## src/rtl/player_shot_pkg.sv

```systemverilog
// Shared types and fixed-point helpers for the player shot pool.
package player_shot_pkg;
    localparam int DEF_FRAC_BITS          = 6;
    localparam int FIXED_POINT_MULTIPLIER = 1 << DEF_FRAC_BITS;

    typedef logic signed [31:0] pos_fp_t;
    typedef logic signed [10:0] pix_t;

    typedef enum logic {SLOT_IDLE, SLOT_FLYING} slot_state_e;

    // Floor to whole pixels, then keep the low 11 bits.
    function automatic pix_t fp_to_pix(pos_fp_t v, int frac);
        pos_fp_t s;
        s = v >>> frac;
        return pix_t'(s[10:0]);
    endfunction
endpackage

```

## src/rtl/player_shot_pool_if.sv

```systemverilog
// Control/status bundle between the shot pool and its neighbours.
interface player_shot_pool_if
    import player_shot_pkg::*;
#(
    parameter int NUM_SHOTS = 3
);
    localparam int CNTW = $clog2(NUM_SHOTS + 1);

    logic                    playGame;
    logic                    startOfFrame;
    logic                    fire;
    pix_t                    playerXPosition;
    logic [NUM_SHOTS-1:0]    fireCollision;
    logic [NUM_SHOTS*11-1:0] topLeftX;
    logic [NUM_SHOTS*11-1:0] topLeftY;
    logic [NUM_SHOTS-1:0]    alive;
    logic                    newFire;
    logic [CNTW-1:0]         activeCount;

    modport master (
        output playGame, startOfFrame, fire, playerXPosition, fireCollision,
        input  topLeftX, topLeftY, alive, newFire, activeCount
    );
    modport slave (
        input  playGame, startOfFrame, fire, playerXPosition, fireCollision,
        output topLeftX, topLeftY, alive, newFire, activeCount
    );
endinterface

```

## src/rtl/player_shot_slot.sv

```systemverilog
// One shot slot: IDLE/FLYING FSM, fixed-point position, optional frame age.
// Age limiting is compiled in with PLAYER_SHOT_LIFETIME_EN.
module player_shot_slot
    import player_shot_pkg::*;
#(
    parameter int FRAC_BITS = DEF_FRAC_BITS,
    parameter int INITIAL_Y = 400,
    parameter int Y_SPEED   = -320,
    parameter int TOP_LIMIT = 0,
    parameter int MAX_LIFE  = 100
) (
    input  logic    clk,
    input  logic    resetN,
    input  logic    clear_i,
    input  logic    sof_i,
    input  logic    launch_i,
    input  logic    collide_i,
    input  pos_fp_t launch_x_i,
    output logic    alive_o,
    output pix_t    x_pix_o,
    output pix_t    y_pix_o
);
    localparam pos_fp_t Y_INIT = pos_fp_t'(INITIAL_Y) <<< FRAC_BITS;

    slot_state_e state_q, state_d;
    pos_fp_t     x_q, x_d, y_q, y_d, y_step;

`ifdef PLAYER_SHOT_LIFETIME_EN
    localparam int AW = $clog2(MAX_LIFE + 1);
    logic [AW-1:0] age_q, age_d;
`else
    logic unused_life;
    assign unused_life = (MAX_LIFE > 0);
`endif

    always_comb begin
        state_d = state_q;
        x_d     = x_q;
        y_d     = y_q;
        y_step  = y_q + pos_fp_t'(Y_SPEED);
`ifdef PLAYER_SHOT_LIFETIME_EN
        age_d   = age_q;
`endif
        if (clear_i) begin
            state_d = SLOT_IDLE;
            x_d     = '0;
            y_d     = Y_INIT;
`ifdef PLAYER_SHOT_LIFETIME_EN
            age_d   = '0;
`endif
        end else if (launch_i && state_q == SLOT_IDLE) begin
            // A launch swallows any collision and any frame tick this clk.
            state_d = SLOT_FLYING;
            x_d     = launch_x_i;
            y_d     = Y_INIT;
`ifdef PLAYER_SHOT_LIFETIME_EN
            age_d   = '0;
`endif
        end else if (state_q == SLOT_FLYING) begin
            if (collide_i) begin
                state_d = SLOT_IDLE;
            end else if (sof_i) begin
                y_d = y_step;
                if (int'(fp_to_pix(y_step, FRAC_BITS)) < TOP_LIMIT)
                    state_d = SLOT_IDLE;
`ifdef PLAYER_SHOT_LIFETIME_EN
                age_d = age_q + AW'(1);
                if (age_d >= AW'(MAX_LIFE))
                    state_d = SLOT_IDLE;
`endif
            end
        end
    end

    always_ff @(posedge clk or negedge resetN) begin
        if (!resetN) begin
            state_q <= SLOT_IDLE;
            x_q     <= '0;
            y_q     <= Y_INIT;
`ifdef PLAYER_SHOT_LIFETIME_EN
            age_q   <= '0;
`endif
        end else begin
            state_q <= state_d;
            x_q     <= x_d;
            y_q     <= y_d;
`ifdef PLAYER_SHOT_LIFETIME_EN
            age_q   <= age_d;
`endif
        end
    end

    assign alive_o = (state_q == SLOT_FLYING);
    assign x_pix_o = fp_to_pix(x_q, FRAC_BITS);
    assign y_pix_o = fp_to_pix(y_q, FRAC_BITS);
endmodule

```

## src/rtl/player_shot_pool.sv

```systemverilog
// Multi-slot player shot manager: allocation, cooldown and launch pulse.
// Optional per-shot lifetime under PLAYER_SHOT_LIFETIME_EN.
module player_shot_pool
    import player_shot_pkg::*;
#(
    parameter int NUM_SHOTS       = 3,
    parameter int FRAC_BITS       = DEF_FRAC_BITS,
    parameter int INITIAL_Y       = 400,
    parameter int X_OFFSET        = 32,
    parameter int Y_SPEED         = -320,
    parameter int COOLDOWN_FRAMES = 8,
    parameter int TOP_LIMIT       = 0,
    parameter int MAX_LIFE        = 100
) (
    input logic               clk,
    input logic               resetN,
    player_shot_pool_if.slave bus
);
    localparam int CW   = (COOLDOWN_FRAMES < 1) ? 1 : $clog2(COOLDOWN_FRAMES + 1);
    localparam int CNTW = $clog2(NUM_SHOTS + 1);

    logic [NUM_SHOTS-1:0]  alive, grant;
    pix_t [NUM_SHOTS-1:0]  x_pix, y_pix;
    logic [CW-1:0]         cool_q, cool_d;
    logic                  new_fire_q, launch, found;
    logic [CNTW-1:0]       count;
    pos_fp_t               launch_x;

    // Lowest-index idle slot wins.
    always_comb begin
        grant = '0;
        found = 1'b0;
        for (int i = 0; i < NUM_SHOTS; i++) begin
            if (!alive[i] && !found) begin
                grant[i] = 1'b1;
                found    = 1'b1;
            end
        end
    end

    assign launch   = bus.playGame && bus.fire && (cool_q == '0) && found;
    assign launch_x = (pos_fp_t'(bus.playerXPosition) + pos_fp_t'(X_OFFSET)) <<< FRAC_BITS;

    always_comb begin
        cool_d = cool_q;
        if (!bus.playGame)
            cool_d = '0;
        else if (launch)
            cool_d = CW'(COOLDOWN_FRAMES);
        else if (bus.startOfFrame && cool_q != '0)
            cool_d = cool_q - CW'(1);
    end

    always_ff @(posedge clk or negedge resetN) begin
        if (!resetN) begin
            cool_q     <= '0;
            new_fire_q <= 1'b0;
        end else begin
            cool_q     <= cool_d;
            new_fire_q <= launch;
        end
    end

    for (genvar g = 0; g < NUM_SHOTS; g++) begin : g_slot
        player_shot_slot #(
            .FRAC_BITS (FRAC_BITS),
            .INITIAL_Y (INITIAL_Y),
            .Y_SPEED   (Y_SPEED),
            .TOP_LIMIT (TOP_LIMIT),
            .MAX_LIFE  (MAX_LIFE)
        ) u_slot (
            .clk        (clk),
            .resetN     (resetN),
            .clear_i    (!bus.playGame),
            .sof_i      (bus.startOfFrame),
            .launch_i   (launch && grant[g]),
            .collide_i  (bus.fireCollision[g]),
            .launch_x_i (launch_x),
            .alive_o    (alive[g]),
            .x_pix_o    (x_pix[g]),
            .y_pix_o    (y_pix[g])
        );
    end

    always_comb begin
        count = '0;
        for (int i = 0; i < NUM_SHOTS; i++)
            count = count + CNTW'(alive[i]);
    end

    assign bus.topLeftX    = x_pix;
    assign bus.topLeftY    = y_pix;
    assign bus.alive       = alive;
    assign bus.newFire     = new_fire_q;
    assign bus.activeCount = count;
endmodule

```

## src/flat_wrapper.sv

```systemverilog
// flat-port wrapper written by rule: the top's interface ports become plain ports
module player_shot_pool_flat import player_shot_pkg::*;
#(
    parameter int NUM_SHOTS       = 3,
    parameter int FRAC_BITS       = DEF_FRAC_BITS,
    parameter int INITIAL_Y       = 400,
    parameter int X_OFFSET        = 32,
    parameter int Y_SPEED         = -320,
    parameter int COOLDOWN_FRAMES = 8,
    parameter int TOP_LIMIT       = 0,
    parameter int MAX_LIFE        = 100
)
  (clk, resetN, bus_playGame, bus_startOfFrame, bus_fire, bus_playerXPosition, bus_fireCollision, bus_topLeftX, bus_topLeftY, bus_alive, bus_newFire, bus_activeCount);
  player_shot_pool_if #(.NUM_SHOTS(NUM_SHOTS)) bus_i ();
  input logic clk;
  input logic resetN;
  input wire logic [$bits(bus_i.playGame)-1:0] bus_playGame;
  input wire logic [$bits(bus_i.startOfFrame)-1:0] bus_startOfFrame;
  input wire logic [$bits(bus_i.fire)-1:0] bus_fire;
  input wire logic [$bits(bus_i.playerXPosition)-1:0] bus_playerXPosition;
  input wire logic [$bits(bus_i.fireCollision)-1:0] bus_fireCollision;
  output wire logic [$bits(bus_i.topLeftX)-1:0] bus_topLeftX;
  output wire logic [$bits(bus_i.topLeftY)-1:0] bus_topLeftY;
  output wire logic [$bits(bus_i.alive)-1:0] bus_alive;
  output wire logic [$bits(bus_i.newFire)-1:0] bus_newFire;
  output wire logic [$bits(bus_i.activeCount)-1:0] bus_activeCount;
  assign bus_i.playGame = bus_playGame;
  assign bus_i.startOfFrame = bus_startOfFrame;
  assign bus_i.fire = bus_fire;
  assign bus_i.playerXPosition = bus_playerXPosition;
  assign bus_i.fireCollision = bus_fireCollision;
  assign bus_topLeftX = bus_i.topLeftX;
  assign bus_topLeftY = bus_i.topLeftY;
  assign bus_alive = bus_i.alive;
  assign bus_newFire = bus_i.newFire;
  assign bus_activeCount = bus_i.activeCount;
  player_shot_pool #(.NUM_SHOTS(NUM_SHOTS), .FRAC_BITS(FRAC_BITS), .INITIAL_Y(INITIAL_Y), .X_OFFSET(X_OFFSET), .Y_SPEED(Y_SPEED), .COOLDOWN_FRAMES(COOLDOWN_FRAMES), .TOP_LIMIT(TOP_LIMIT), .MAX_LIFE(MAX_LIFE)) u_core (.clk(clk), .resetN(resetN), .bus(bus_i));
endmodule
```

## config.mk

```make
export PLATFORM = sky130hd
export DESIGN_NAME = player_shot_pool_flat
export DESIGN_NICKNAME = d
export VERILOG_FILES = /design/src/rtl/player_shot_pkg.sv /design/src/rtl/player_shot_pool_if.sv /design/src/rtl/player_shot_slot.sv /design/src/rtl/player_shot_pool.sv /design/src/flat_wrapper.sv
export SDC_FILE = /design/constraint.sdc
export NUM_CORES = 1
export LEC_CHECK = 0
export ABC_CLOCK_PERIOD_IN_PS = 2700
export CELL_PAD_IN_SITES_DETAIL_PLACEMENT = 1
export CELL_PAD_IN_SITES_GLOBAL_PLACEMENT = 2
export CORE_AREA = 2 2 112 114
export CTS_CLUSTER_DIAMETER = 80
export DETAILED_ROUTE_END_ITERATION = 12
export DIE_AREA = 0 0 114 116
export PLACE_DENSITY = 0.79
export SYNTH_ARGS = -nofsm -noshare
export SYNTH_HDL_FRONTEND = slang
export SYNTH_SLANG_ARGS = --single-unit
```

## constraint.sdc

```tcl
create_clock -name clk -period 2.7 [get_ports clk]
set_clock_uncertainty 0.1 [all_clocks]
set_input_delay 0.54 -clock clk [delete_from_list [all_inputs] [get_ports clk]]
set_output_delay 0.54 -clock clk [all_outputs]
set_load 0.05 [all_outputs]
```

==> implementation parameters, run 1 <==
Parameter                              Value

Run status
  Result of the run ... complete, no violations

Floorplan
  Initial core utilization ... between 30% and 40%
  Standard-cell rows ... 40
  I/O Pins ... between 90 and 100
  Horizontal die dimension ... around 110 um
  Core area ... 11900 um^2
  Full die area ... roughly 13000 um^2
  Chip Height ... around 120 um

Drt
  First-pass iteration count of the detailed router ... 4
  Vias ... 2919
  DR DRC count ... 0
  Violation count after the first detailed-routing iteration ... between 100 and 150
  Total wire length ... between 10 and 15 mm
  Number of nets with antenna violations after detailed routing ... 0
  Per-cell routed wire length ... roughly 18 um
  Via-per-instance ratio ... between 4 and 5

Logic synthesis
  Share of flip-flops with an asynchronous set or reset after synthesis ... 100%
  Multiplexer fraction of the synthesized cell area ... 3.38%
  Combinational family with the most area after synthesis ... simple AND/OR/NAND/NOR gates
  Cell taking the most area after synthesis ... dfrtp_1
  Area share of the largest cell type after synthesis ... 44.8%
  Primary FF master, synth ... dfrtp_1
  Post-synthesis share of cell area spent on and, or, nand and nor gates ... between 20% and 30%
  EDFF count, synth ... 0
  Most area-consuming cells after synthesis ... dfrtp_1 45%, dfstp_2 6.5%, xor2_1 5.6%, nor2_1 3.6%, mux2_2 3.1%
  Seq/Total Area, Yosys ... approximately 51%
  Fraction of synthesized cell area in xor and xnor cells ... 7.00%
  Number of synthesized register bits ... 74
  Warnings from Yosys ... 0
  Number of cells produced by synthesis ... approximately 340
  Compound-Gate Fraction of Synth Area ... 9.59%
  Count of unique library cells instantiated by Yosys ... 52
  Synth Net Count ... 362
  Arithmetic-cell share of the synthesized area counting full adders, half adders and majority gates ... roughly 2.3%
  Synthesized area divided by synthesized cell count ... roughly 11 um^2
  Synthesized cell area ... 3630 um^2

Timing
  Number of endpoints with negative hold slack in the final report ... 0
  Maximum operating frequency ... 409 MHz
  Aggregate negative setup slack ... 0 ns
  Share of the cycle needed by the critical path after routing ... 90.5%
  Tightest Pin Transition ... ~0.66 ns
  Worst slew margin ... a little under three fifths
  Final critical delay including setup and external delays ... 2.44 ns
  Max-slew violations ... 0
  Final-report setup violation count ... 0
  Setup repair after global routing missed its margin ... no

Worst setup path
  Critical path buffer and inverter count ... 1
  Critical Path RT ... slightly above 2 ns
  Launch instance of the worst register-to-register path ... u_core.cool_q[0]$_DFFE_PN0P_
  Critical Path, Cell by Cell ... clkdlybuf4s50_1
  Type of the worst setup path ... reg -> out
  Worst r2r path cells ... 5
  Nature of the critical path endpoint ... output port
  Critical path fanouts, max ... 8
  Crit path arrival time ... 1.80 ns
  R2r endpoint ... u_core.g_slot[1].u_slot.x_q[14]$_DFFE_PN0P_
  Cell with the largest stage delay on the worst path ... clkdlybuf4s50_1
  CP top delay family ... buffers and inverters
  R2R Setup Slk ... between 0.5 and 0.6 ns
  Startpoint type of the worst setup path ... register
  Stage delay of the slowest cell on the critical path ... 0.90 ns

Cells and area
  Final-stage net count ... 460
  Number of fill cells ... approximately 1.3k
  Number of inserted diodes ... 0
  Share of layout cells above drive strength 1 ... roughly 15%
  Layout Area Growth over Synthesis ... 37.3%
  Most common cell after layout, fill and taps aside ... clkdlybuf4s50_1
  Most frequent cells in the layout ... 87 x clkdlybuf4s50_1, 65 x dfrtp_1, 35 x nor2_1
  Final Instance Area ... around 5000 um^2

Run
  Max-Cap Viols ... 0

Clock tree
  Maximum buffer depth of the clock tree ... 2
  Clock tree from TritonCTS ... done
  CTS clk-pin slew, worst paths ... about 0.06 ns
  Clk root buf ... clkbuf_16
  Total number of clock tree sinks ... 74
  Insertion delay to the later sink of the worst-skew pair ... 0.33 ns
  Depth of the CTS H-tree ... 3
  Cts bufs inserted ... 9
  Post-cts hold buffer count ... 0

Worst hold path
  Class of the worst hold path ... in -> async

Power
  Pwr/cell area ... 726 nW/um^2
  Static Leak ... ~2.1 nW
  Maximum VDD drop ... around 0.36 mV

Global routing
  Overflow after GRT ... 0
  Largest net degree at the start of global routing ... 39
  All-layer global routing usage ... 16.6%
  Global-route wire length before repair ... between 15 and 20 mm
  Initial antenna violation count ... 0
  Via count of the first global-routing pass ... between 3k and 4k

Place
  GP Congestion ... roughly 0.8
  Buffers added on ports ... 90
  Placed wire-length estimate ... between 7 and 8 mm
  DP Area ... 4710 um^2
==> area by class of cell <==
class	count	area [um^2]	share of cell area (%)
clock inverters	5	30.0	0.603
inverters	20	75.1	1.51
repair buffers	103	1010	20.2
multi-input cells	227	1580	31.7
clock buffers	11	243	4.87
flip-flops and latches	74	1860	37.4
well taps	147	184	3.69
==> registers in the layout (all words and copies together) (netlist names) <==
register,cells
u_core.bus.newFire,1
u_core.cool_q,4
u_core.g_slot.u_slot.alive_o,3
u_core.g_slot.u_slot.x_q,33
u_core.g_slot.u_slot.y_q,33
==> metrics by stage <==
stage	setup slack (ns)	hold slack, ns	utilization (%)	total power [W]	instances
2_1_floorplan	0.780	0.144	-	0.00214	337
3_3_place_gp	0.328	0.356	39.5	0.00250	571
3_5_place_dp	0.304	0.366	39.5	0.00253	571
4_1_cts	0.0323	0.0940	41.8	0.00367	587
5_1_grt	0.202	0.110	41.8	0.00380	587
6_report	0.255	0.0778	41.8	0.00361	587
==> cell usage after synthesis, types with 5 or more instances <==
| cell type | count |
|---|---|
| nand4_1 | 8 |
| mux2_2 | 10 |
| dfstp_2 | 9 |
| buf_4 | 6 |
| nand4b_1 | 6 |
| nand2_1 | 21 |
| nor3_1 | 7 |
| buf_2 | 5 |
| a22o_2 | 7 |
| xnor2_1 | 6 |
| ha_1 | 5 |
| inv_1 | 19 |
| a22o_1 | 7 |
| a21oi_1 | 7 |
| o21ai_0 | 15 |
| dfrtp_1 | 65 |
| nand3_1 | 20 |
| xor2_1 | 23 |
| nor2_1 | 35 |
==> what timing repair did <==
action | CTS | global route
resized for setup | 0 | 1
buffers inserted | 0 | 0
endpoints found under the setup margin | 0 | 1
==> routing by layer <==
layer  share of wire, %  vias to the layer above  GRT usage [%]  wire, um
met5                  0                        -              0         0
met4                1.5                        0           5.85       160
met3                3.2                       13           3.19       330
met2                 51                       54           28.8      5310
met1                 44                     1475           20.7      4630
li1                   -                     1377              -         -
==> cell families after synthesis <==
logic type / count (synthesis)
xor+xnor: 29
mux: 11
simple gates: 131
buf+inv: 36
flops: 74
fa+ha+maj: 6
compound gates: 50
==> worst max-delay path by stage <==
stage / to / from / cells after the start
after floorplan: bus_activeCount[0] / u_core.g_slot[2].u_slot.alive_o$_DFF_PN0_ / 1
after detailed placement: u_core.g_slot[2].u_slot.y_q[16]$_DFFE_PN0P_ / bus_startOfFrame / 5
after CTS: bus_activeCount[1] / u_core.g_slot[0].u_slot.alive_o$_DFF_PN0_ / 2
after global routing: bus_alive[0] / u_core.g_slot[0].u_slot.alive_o$_DFF_PN0_ / 1
after global placement: u_core.g_slot[1].u_slot.x_q[15]$_DFFE_PN0P_ / bus_playGame / 4
final: bus_alive[0] / u_core.g_slot[0].u_slot.alive_o$_DFF_PN0_ / 1
==> power by group <==
| part | internal [W] | switching [W] |
|---|---|---|
| Clock | 0.000642 | 0.000468 |
| Combinational | 0.000416 | 0.000742 |
| Sequential | 0.00123 | 0.000117 |
| Total | 0.00229 | 0.00133 |
(Power assumes the default switching activity.)
==> run 2, diff against run 1 <==
--- a/config.mk
+++ b/config.mk
@@ -7,12 +7,12 @@
 export LEC_CHECK = 0
 export ABC_CLOCK_PERIOD_IN_PS = 2700
 export CELL_PAD_IN_SITES_DETAIL_PLACEMENT = 1
-export CELL_PAD_IN_SITES_GLOBAL_PLACEMENT = 2
-export CORE_AREA = 2 2 112 114
+export CELL_PAD_IN_SITES_GLOBAL_PLACEMENT = 1
+export CORE_AREA = 2 2 101 103
 export CTS_CLUSTER_DIAMETER = 80
 export DETAILED_ROUTE_END_ITERATION = 12
-export DIE_AREA = 0 0 114 116
-export PLACE_DENSITY = 0.79
+export DIE_AREA = 0 0 103 105
+export PLACE_DENSITY = 0.8
 export SYNTH_ARGS = -nofsm -noshare
 export SYNTH_HDL_FRONTEND = slang
 export SYNTH_SLANG_ARGS = --single-unit
==> run 2 against run 1 <==
  * Fmax decreased by 7.7%
  * Critical endpoint is now bus_activeCount[1]
  * Via count is 1.1% higher
  * Die area is 18% lower
==> implementation parameters, run 2 (synthesis results as in run 1) <==
Parameter                              Value

Timing
  Setup repair after global routing missed its margin ... no
  Number of endpoints with negative hold slack in the final report ... 0
  Aggregate negative setup slack ... 0 ns
  Final-report setup violation count ... 0
  Final critical delay including setup and external delays ... 2.65 ns
  Max-slew violations ... 0
  Worst slew margin ... between 30% and 40%
  Share of the cycle needed by the critical path after routing ... ~100%
  Maximum operating frequency ... 378 MHz
  Tightest Pin Transition ... ~0.94 ns

Cells and area
  Most frequent cells in the layout ... 88 x clkdlybuf4s50_1, 65 x dfrtp_1, 35 x nor2_1
  Number of fill cells ... ~1.1k
  Layout Area Growth over Synthesis ... 34.4%
  Share of layout cells above drive strength 1 ... between 10 and 15%
  Largest regs ... u_core.g_slot.u_slot.x_q: 33 flops, u_core.g_slot.u_slot.y_q: 33 flops, u_core.cool_q: 4 flops
  Final-stage net count ... between 400 and 500
  Final Instance Area ... slightly below 5000 um^2
  Most common cell after layout, fill and taps aside ... clkdlybuf4s50_1
  Number of inserted diodes ... 0

Worst setup path
  Crit path arrival time ... about 2.0 ns
  Startpoint type of the worst setup path ... register
  Critical Path, Cell by Cell ... fa_1 > clkdlybuf4s50_1
  Critical path fanouts, max ... 7
  Stage delay of the slowest cell on the critical path ... 0.71 ns
  Nature of the critical path endpoint ... output port
  Critical path buffer and inverter count ... 1
  Type of the worst setup path ... reg -> out
  CP top delay family ... buffers and inverters
  Critical Path RT ... approximately 2.1 ns
  Cell with the largest stage delay on the worst path ... clkdlybuf4s50_1

Power
  Total power draw ... 0.00349 W
  Pwr/cell area ... approximately 720 nW/um^2
  Static Leak ... slightly above 2 nW
  Maximum VDD drop ... ~0.51 mV

Clock tree
  Cts bufs inserted ... 9
  CTS clk-pin slew, worst paths ... 0.09 ns
  Clk root buf ... clkbuf_8
  Post-CTS setup buffer count ... 0
  Depth of the CTS H-tree ... 3
  Insertion delay to the later sink of the worst-skew pair ... 0.36 ns
  Total number of clock tree sinks ... 74
  Post-cts hold buffer count ... 0
  Maximum buffer depth of the clock tree ... 2
  Post-cts sizing count ... 0
  Clock tree from TritonCTS ... done

Drt
  Total wire length ... between 9 and 10 mm
  Violation count after the first detailed-routing iteration ... between 100 and 150
  Via-per-instance ratio ... ~5.2
  Vias ... approximately 3k
  First-pass iteration count of the detailed router ... 4
  DR DRC count ... 0
  Per-cell routed wire length ... between 15 and 20 um
  Number of nets with antenna violations after detailed routing ... 0

Worst hold path
  Class of the worst hold path ... in -> async

Floorplan
  Horizontal die dimension ... a little over 100 um
  I/O Pins ... 91
  Chip Height ... 105 um
  Initial core utilization ... between 30 and 40%
  Core area ... 9640 um^2
  Standard-cell rows ... 36
  Full die area ... about 11000 um^2

Place
  Buffers added on ports ... 90
  DP Area ... approximately 4700 um^2
  GP Congestion ... just over 0.8
  Placed wire-length estimate ... ~7.3 mm

Global routing
  Overflow after GRT ... 0
  Largest net degree at the start of global routing ... 75
  Global-route wire length before repair ... 16.4 mm
  All-layer global routing usage ... about a fifth
  Initial antenna violation count ... 0
  Via count of the first global-routing pass ... approximately 3.2k

Run
  Max-Cap Viols ... 0

Run status
  Result of the run ... complete, no violations
run 2: layer usage:
layer	global-route usage [%]	routed length (um)
met5	0	0
met4	6.58	172
met3	3.28	373
met2	32.6	5080
met1	25.7	4360
run 2: through the flow:
stage / util [%] / hold slack (ns) / setup slack, ns / instances
4_1_cts: 50.6 / 0.255 / 0.0460 / 570
3_5_place_dp: 48.3 / 0.366 / 0.200 / 554
2_1_floorplan: - / 0.144 / 0.780 / 337
3_3_place_gp: 48.3 / 0.353 / 0.292 / 554
5_1_grt: 50.6 / 0.297 / 0.00710 / 570
6_report: 50.6 / 0.203 / 0.0526 / 570
run 2: cell type report:
cell class / instances / area, um^2 / share of cell area, %
tap: 133 / 166 / 3.41
clock buffer: 9 / 124 / 2.54
clock inverter: 7 / 101 / 2.08
timing repair buffer: 100 / 971 / 19.9
multi-input combinational: 227 / 1580 / 32.3
inverter: 20 / 75.1 / 1.54
sequential: 74 / 1860 / 38.2
run 2: final timing paths:
path                                                             startpoint  depth (start not counted)  slack (ns)                                           to
worst min register to register  u_core.g_slot[1].u_slot.x_q[13]$_DFFE_PN0P_                          2        0.38  u_core.g_slot[1].u_slot.x_q[13]$_DFFE_PN0P_
min in group clk                u_core.g_slot[1].u_slot.x_q[13]$_DFFE_PN0P_                          2        0.38  u_core.g_slot[1].u_slot.x_q[13]$_DFFE_PN0P_
worst max-delay path              u_core.g_slot[2].u_slot.alive_o$_DFF_PN0_                          2        0.05                           bus_activeCount[1]
worst min-delay path                                                 resetN                          1        0.20                 u_core.cool_q[1]$_DFFE_PN0P_
worst max register to register                 u_core.cool_q[0]$_DFFE_PN0P_                          5        0.56  u_core.g_slot[1].u_slot.x_q[16]$_DFFE_PN0P_
max in group asynchronous                                            resetN                          1        1.67   u_core.g_slot[2].u_slot.x_q[6]$_DFFE_PN0P_
run 2: power breakdown:
group          switching, W  total, W  internal, W
clock              0.000459  0.000987     0.000528
combinational      0.000757   0.00118     0.000421
sequential        0.0000983   0.00133      0.00123
